## src/rtl/map_tile_store_pkg.sv

```systemverilog
// Shared tile codes, map geometry and helpers for the Pacman tile store.
package map_tile_store_pkg;

    localparam int MAP_W     = 21;
    localparam int MAP_H     = 21;
    localparam int MAP_N     = MAP_W * MAP_H;
    localparam int CNT_W     = 9;
    localparam int ORB_TOTAL = 280;

    localparam logic [2:0] TILE_BLACK     = 3'b000;
    localparam logic [2:0] TILE_BIG_ORB   = 3'b001;
    localparam logic [2:0] TILE_SMALL_ORB = 3'b010;
    localparam logic [2:0] TILE_BLUE      = 3'b011;
    localparam logic [2:0] TILE_GREY      = 3'b100;

    typedef enum logic {ST_INIT, ST_RUN} state_t;

    function automatic logic is_orb(input logic [2:0] t);
        return (t == TILE_BIG_ORB) || (t == TILE_SMALL_ORB);
    endfunction

    function automatic logic in_map(input logic [4:0] x, input logic [4:0] y);
        return (x <= 5'(MAP_W - 1)) && (y <= 5'(MAP_H - 1));
    endfunction

    function automatic logic [8:0] tile_idx(input logic [4:0] x, input logic [4:0] y);
        return 9'(y) * 9'(MAP_W) + 9'(x);
    endfunction

    // Unused codes 101-111 read back as grey wall.
    function automatic logic [2:0] norm_tile(input logic [2:0] t);
        return (t > TILE_GREY) ? TILE_GREY : t;
    endfunction

endpackage

```

## src/rtl/map_tile_store_if.sv

```systemverilog
// Display query, game query, eat command and status signals of the tile store.
interface map_tile_store_if;
    import map_tile_store_pkg::*;

    logic [4:0]       map_x;
    logic [4:0]       map_y;
    logic [2:0]       sprite_type;
    logic [4:0]       query_x;
    logic [4:0]       query_y;
    logic [2:0]       query_type;
    logic             eat_en;
    logic [4:0]       eat_x;
    logic [4:0]       eat_y;
    logic             eat_valid;
    logic             eat_big;
    logic [CNT_W-1:0] orbs_remaining;
    logic             level_clear;
    logic             init_done;

    modport master (
        output map_x, map_y, query_x, query_y, eat_en, eat_x, eat_y,
        input  sprite_type, query_type, eat_valid, eat_big, orbs_remaining, level_clear, init_done
    );

    modport slave (
        input  map_x, map_y, query_x, query_y, eat_en, eat_x, eat_y,
        output sprite_type, query_type, eat_valid, eat_big, orbs_remaining, level_clear, init_done
    );

endinterface

```

## src/rtl/map_layout_rom.sv

```systemverilog
// Level layout: blue border ring, big orbs in the four inner corners, grey
// pillars on even/even cells, an empty centre, small orbs everywhere else.
module map_layout_rom
    import map_tile_store_pkg::*;
(
    input  logic [8:0] idx,
    output logic [2:0] tile
);

    logic [8:0] col;
    logic [8:0] row;

    always_comb begin
        col  = idx % 9'(MAP_W);
        row  = idx / 9'(MAP_W);
        tile = TILE_SMALL_ORB;
        if (idx > 9'(MAP_N - 1))
            tile = TILE_BLACK;
        else if (col == 9'd0 || col == 9'd20 || row == 9'd0 || row == 9'd20)
            tile = TILE_BLUE;
        else if ((col == 9'd1 || col == 9'd19) && (row == 9'd1 || row == 9'd19))
            tile = TILE_BIG_ORB;
        else if (col == 9'd10 && row == 9'd10)
            tile = TILE_BLACK;
        else if (!col[0] && !row[0])
            tile = TILE_GREY;
    end

endmodule

```

## src/rtl/map_tile_store.sv

```systemverilog
// Live 21x21 tile map: loads the layout after reset, serves two async read
// ports and removes orbs on eat commands while tracking the orb count.
//
// state   | meaning
// ST_INIT | copying layout ROM into storage, one tile per cycle; ports dark
// ST_RUN  | map live, reads served, eat commands accepted
module map_tile_store
    import map_tile_store_pkg::*;
(
    input  logic            clock_50,
    input  logic            reset,
    map_tile_store_if.slave bus
);

    logic [2:0]       tiles [MAP_N];
    state_t           state_q, state_d;
    logic [8:0]       init_idx_q, init_idx_d;
    logic [CNT_W-1:0] orbs_q, orbs_d;
    logic             eat_valid_q, eat_valid_d;
    logic             eat_big_q, eat_big_d;
    logic             wr_en;
    logic [8:0]       wr_idx;
    logic [2:0]       wr_data;
    logic [2:0]       rom_tile;
    logic [8:0]       disp_idx, query_idx, eat_idx;
    logic [2:0]       eat_tile;
    logic             eat_hit;

    map_layout_rom u_rom (
        .idx  (init_idx_q),
        .tile (rom_tile)
    );

    assign disp_idx  = tile_idx(bus.map_x, bus.map_y);
    assign query_idx = tile_idx(bus.query_x, bus.query_y);
    assign eat_idx   = tile_idx(bus.eat_x, bus.eat_y);
    assign eat_tile  = in_map(bus.eat_x, bus.eat_y) ? tiles[eat_idx] : TILE_BLACK;
    assign eat_hit   = (state_q == ST_RUN) && bus.eat_en && is_orb(eat_tile);

    assign bus.sprite_type = (state_q == ST_RUN && in_map(bus.map_x, bus.map_y))
                             ? norm_tile(tiles[disp_idx]) : TILE_BLACK;
    assign bus.query_type  = (state_q == ST_RUN && in_map(bus.query_x, bus.query_y))
                             ? norm_tile(tiles[query_idx]) : TILE_BLACK;

    always_comb begin
        state_d     = state_q;
        init_idx_d  = init_idx_q;
        orbs_d      = orbs_q;
        eat_valid_d = 1'b0;
        eat_big_d   = 1'b0;
        wr_en       = 1'b0;
        wr_idx      = init_idx_q;
        wr_data     = rom_tile;
        case (state_q)
            ST_INIT: begin
                wr_en = 1'b1;
                if (is_orb(rom_tile))
                    orbs_d = orbs_q + 1'b1;
                if (init_idx_q == 9'(MAP_N - 1))
                    state_d = ST_RUN;
                else
                    init_idx_d = init_idx_q + 9'd1;
            end
            ST_RUN: begin
                if (eat_hit) begin
                    wr_en       = 1'b1;
                    wr_idx      = eat_idx;
                    wr_data     = TILE_BLACK;
                    orbs_d      = orbs_q - 1'b1;
                    eat_valid_d = 1'b1;
                    eat_big_d   = (eat_tile == TILE_BIG_ORB);
                end
            end
            default: state_d = ST_INIT;
        endcase
    end

    always_ff @(posedge clock_50) begin
        if (reset) begin
            state_q     <= ST_INIT;
            init_idx_q  <= '0;
            orbs_q      <= '0;
            eat_valid_q <= 1'b0;
            eat_big_q   <= 1'b0;
        end else begin
            state_q     <= state_d;
            init_idx_q  <= init_idx_d;
            orbs_q      <= orbs_d;
            eat_valid_q <= eat_valid_d;
            eat_big_q   <= eat_big_d;
        end
    end

    // Storage has no reset; INIT overwrites every entry before it is read.
    always_ff @(posedge clock_50) begin
        if (wr_en && !reset)
            tiles[wr_idx] <= wr_data;
    end

    assign bus.eat_valid      = eat_valid_q;
    assign bus.eat_big        = eat_big_q;
    assign bus.orbs_remaining = orbs_q;
    assign bus.init_done      = (state_q == ST_RUN);
    assign bus.level_clear    = (state_q == ST_RUN) && (orbs_q == '0);

endmodule

```

## src/flat_wrapper.sv

```systemverilog
// flat-port wrapper written by rule: the top's interface ports become plain ports
module map_tile_store_flat import map_tile_store_pkg::*;
  (clock_50, reset, bus_map_x, bus_map_y, bus_query_x, bus_query_y, bus_eat_en, bus_eat_x, bus_eat_y, bus_sprite_type, bus_query_type, bus_eat_valid, bus_eat_big, bus_orbs_remaining, bus_level_clear, bus_init_done);
  map_tile_store_if bus_i ();
  input  logic clock_50;
  input  logic reset;
  input wire logic [$bits(bus_i.map_x)-1:0] bus_map_x;
  input wire logic [$bits(bus_i.map_y)-1:0] bus_map_y;
  input wire logic [$bits(bus_i.query_x)-1:0] bus_query_x;
  input wire logic [$bits(bus_i.query_y)-1:0] bus_query_y;
  input wire logic [$bits(bus_i.eat_en)-1:0] bus_eat_en;
  input wire logic [$bits(bus_i.eat_x)-1:0] bus_eat_x;
  input wire logic [$bits(bus_i.eat_y)-1:0] bus_eat_y;
  output wire logic [$bits(bus_i.sprite_type)-1:0] bus_sprite_type;
  output wire logic [$bits(bus_i.query_type)-1:0] bus_query_type;
  output wire logic [$bits(bus_i.eat_valid)-1:0] bus_eat_valid;
  output wire logic [$bits(bus_i.eat_big)-1:0] bus_eat_big;
  output wire logic [$bits(bus_i.orbs_remaining)-1:0] bus_orbs_remaining;
  output wire logic [$bits(bus_i.level_clear)-1:0] bus_level_clear;
  output wire logic [$bits(bus_i.init_done)-1:0] bus_init_done;
  assign bus_i.map_x = bus_map_x;
  assign bus_i.map_y = bus_map_y;
  assign bus_i.query_x = bus_query_x;
  assign bus_i.query_y = bus_query_y;
  assign bus_i.eat_en = bus_eat_en;
  assign bus_i.eat_x = bus_eat_x;
  assign bus_i.eat_y = bus_eat_y;
  assign bus_sprite_type = bus_i.sprite_type;
  assign bus_query_type = bus_i.query_type;
  assign bus_eat_valid = bus_i.eat_valid;
  assign bus_eat_big = bus_i.eat_big;
  assign bus_orbs_remaining = bus_i.orbs_remaining;
  assign bus_level_clear = bus_i.level_clear;
  assign bus_init_done = bus_i.init_done;
  map_tile_store u_core (.clock_50(clock_50), .reset(reset), .bus(bus_i));
endmodule
```

## config.mk

```make
export PLATFORM = sky130hd
export DESIGN_NAME = map_tile_store_flat
export DESIGN_NICKNAME = d
export VERILOG_FILES = /design/src/rtl/map_tile_store_pkg.sv /design/src/rtl/map_tile_store_if.sv /design/src/rtl/map_layout_rom.sv /design/src/rtl/map_tile_store.sv /design/src/flat_wrapper.sv
export SDC_FILE = /design/constraint.sdc
export NUM_CORES = 2
export LEC_CHECK = 0
export CAP_MARGIN = 20
export CORE_MARGIN = 4
export CORE_UTILIZATION = 45
export DETAILED_ROUTE_END_ITERATION = 10
export PLACE_DENSITY_LB_ADDON = 0.05
export SYNTH_ARGS = -nofsm -noshare
export SYNTH_HDL_FRONTEND = slang
export SYNTH_SLANG_ARGS = --single-unit
```

## constraint.sdc

```tcl
create_clock -name clock_50 -period 45.9 [get_ports clock_50]
set_clock_uncertainty 0.05 [all_clocks]
set_input_delay 9.18 -clock clock_50 [delete_from_list [all_inputs] [get_ports clock_50]]
set_output_delay 9.18 -clock clock_50 [all_outputs]
set_load 0.03 [all_outputs]
```

==> impl_metrics.ini <==
[run_status]
status = finished, final reports clean

[critical_path]
crit_type = in2out
regToRegEndpoint = u_core.tiles[416][1]$_DFFE_PP_
r2r_slack_ns = 35.70
cp_max_fo = 39
worstPathArrival_ns = 16.74
cp-end-kind = output port
r2r-start = u_core.init_idx_q[5]$_SDFFE_PP0P_
r2r_cells = 26
required_ns = 36.67
worstSetupStartpointType = input port

[timing]
post-route-min-period_ns = 25.97
slew_viol_final = 0
setup_viol = 0
final.period_utilization_pct = 56.6
tightestPinTransition_ns = 1.14
max_slew_margin_pct = 24.0
rsz0062_at_grt = false
fmax_mhz = 38.5
hold_violations = 0
tns_ns = 0

[global_route]
groute.usage.overall_pct = 28.1
antenna_found_initial = 12
grt_remaining_overflow = 0
grt_pass1_vias = 46586
grt_max_degree = 193
grt_pass1_wl_um = 360000

[synth]
synth_top_area_share_pct = 50.7
yosysMostFrequentCell = edfxtp_1
synth-seq-area-share_pct = 51.3
synth_flop_cell = edfxtp_1
synthDistinctLibCells = 94
yosysTopAreaCell = edfxtp_1
ys_warn_count = 0
synth-seq-cells = 1344
async_flop_share_pct = 0
postSynthAreaPerCell_um2 = 18.4
synth_top_cells_by_count = 1323 x edfxtp_1, 1294 x mux4_2, 505 x nor2_1
synth-edff-count = 1323
syn_nets = 4396
synthTopCellsByArea = edfxtp_1 51%, mux4_2 37%, nor2_1 2.4%
synthCells = 4259
synth_area_um2 = 78300

[detailed_routing]
drc_errors = 0
routed_wl_um = 251000
ant_nets = 0
drt_first_pass_iters = 6
routedWlPerCell_um = 38.1
first_iter_violations = 5242
routed_via_density = 6.97
vias = 46010

[place]
dp_hpwl_um = 156000
dp.cells = 6321
gp_congestion = 0.819
numPortBuffers = 51

[job]
drv_cap = 0

[clocking]
htreeDepth = 4
cts_buffer_depth = 3
cts_root_buf = clkbuf_16
clk_latency_ns = 0.81
ctsHoldBuffers = 0
postCtsSetupBuffers = 0
cts_inserted_buffers = 152
clk_pin_slew_worst_paths_ns = 0.05
clock_sinks = 1344
cts_tree = yes
ctsResizeCount = 0

[die]
core.rowCount = 152
die_w_um = 425
ios = 52
die_area_um2 = 181000
core-area_um2 = 172000
start_util_pct = 45.4
die_h_um = 425

[cells_and_area]
stdcell_count = 6600
area_growth_pct = 10.2
final_layout_size_suffix_gt1_share_pct = 39.9
fin_nets = 4302

[hold_path]
hold_depth = 2
hold_class = reg2reg
hp-start = u_core.bus.orbs_remaining[8]$_SDFFE_PP0P_
holdPathEnd = u_core.bus.orbs_remaining[8]$_SDFFE_PP0P_

[power_and_ir_drop]
vdd_ir_drop_max_mv = 0.0374
p_per_area_nw_per_um2 = 43.4
power_leakage_nw = 26.3
[layout make-up]
class	instances	area, um^2
Timing Repair Buffer	146	1410
Antenna cell	4	10.0
Inverter	79	297
Sequential cell	1344	40100
Clock inverter	91	798
Clock buffer	184	4050
Multi-Input combinational cell	2442	36700
Fill cell	14158	86000
Tap cell	2310	2890
[layout by cell type (no fill, tap or decap), drive strengths merged, types with 15 or more instances in the layout]
cell type and count:
a21oi 60, buf 95, clkbuf 184, clkdlybuf4s50 51, clkinv 67, dfxtp 21
edfxtp 1323, ha 91, inv 83, mux2 15, mux2i 30, mux4 1294
nand2 72, nand3 22, nor2 506, o21ai 35, or2 16, xnor2 39
[power breakdown]
part	internal, W	total [W]	switching (W)
registers	0.00133	0.00133	0.00000135
logic	0.000522	0.00121	0.000684
clock network	0.000695	0.00121	0.000512
total	0.00254	0.00374	0.00120
[per-stage QoR]
stage	total power, W	hold WS, ns	cell area (um^2)	worst slack, ns	util [%]
6_report	0.00374	0.539	86300	19.93	50.1
5_1_grt	0.00386	0.575	86300	19.45	50.1
4_1_cts	0.00377	0.538	86300	19.73	50.1
3_5_place_dp	0.00256	0.525	81500	19.73	47.3
3_3_place_gp	0.00256	0.519	81400	19.70	47.3
2_1_floorplan	0.00209	0.558	78300	4.27	-
[kinds of logic after synthesis]
family	synth area share, %
adders and majority gates	1.79
AOI/OAI and AO/OA	2.20
and+or+nand+nor	3.89
DFF	51.3
buffers and inverters	2.38
muxes	37.9
xor gates and xnor gates	0.612
[flip-flops by register name, summed over array words and instances (netlist names)]
name	flops
u_core.init_idx_q	9
u_core.bus.init_done	1
u_core.tiles	1323
u_core.bus.eat_valid	1
u_core.bus.eat_big	1
u_core.bus.orbs_remaining	9
[how the worst max path moves through the flow]
stage                      start                            to  slack [ns]  cells past startpoint
floorplan           bus_eat_y[2]  u_core.tiles[0][2]$_DFFE_PP_        4.27                     20
global placement    bus_map_y[0]            bus_sprite_type[1]       19.70                     14
detailed placement  bus_map_y[0]            bus_sprite_type[1]       19.73                     14
CTS                 bus_map_y[0]            bus_sprite_type[1]       19.73                     14
global route        bus_map_y[0]            bus_sprite_type[1]       19.45                     14
finish              bus_map_y[0]            bus_sprite_type[1]       19.93                     14
[worst max-delay path, cell delays in order]
cell and delay (ns):
clkdlybuf4s50_1 0.52, ha_4 0.70, buf_4 0.75, buf_4 0.79
buf_4 0.78, mux4_2 0.59, mux4_2 0.52, mux4_2 0.57
mux2i_1 0.39, mux2i_1 0.19, inv_1 0.10, mux2i_1 0.14
nor3_1 0.60, clkdlybuf4s50_1 0.80
[per-layer routing]
| layer | GRT usage, % | vias to the layer above | routed length, um |
|---|---|---|---|
| met2 | 44.9 | 2156 | 122000 |
| met1 | 39.4 | 25225 | 101000 |
| li1 | - | 18250 | - |
| met4 | 8.69 | 2 | 8250 |
| met3 | 5.60 | 377 | 19800 |
| met5 | 0 | - | 13 |
No activity file was read; power rests on OpenSTA's default activity.
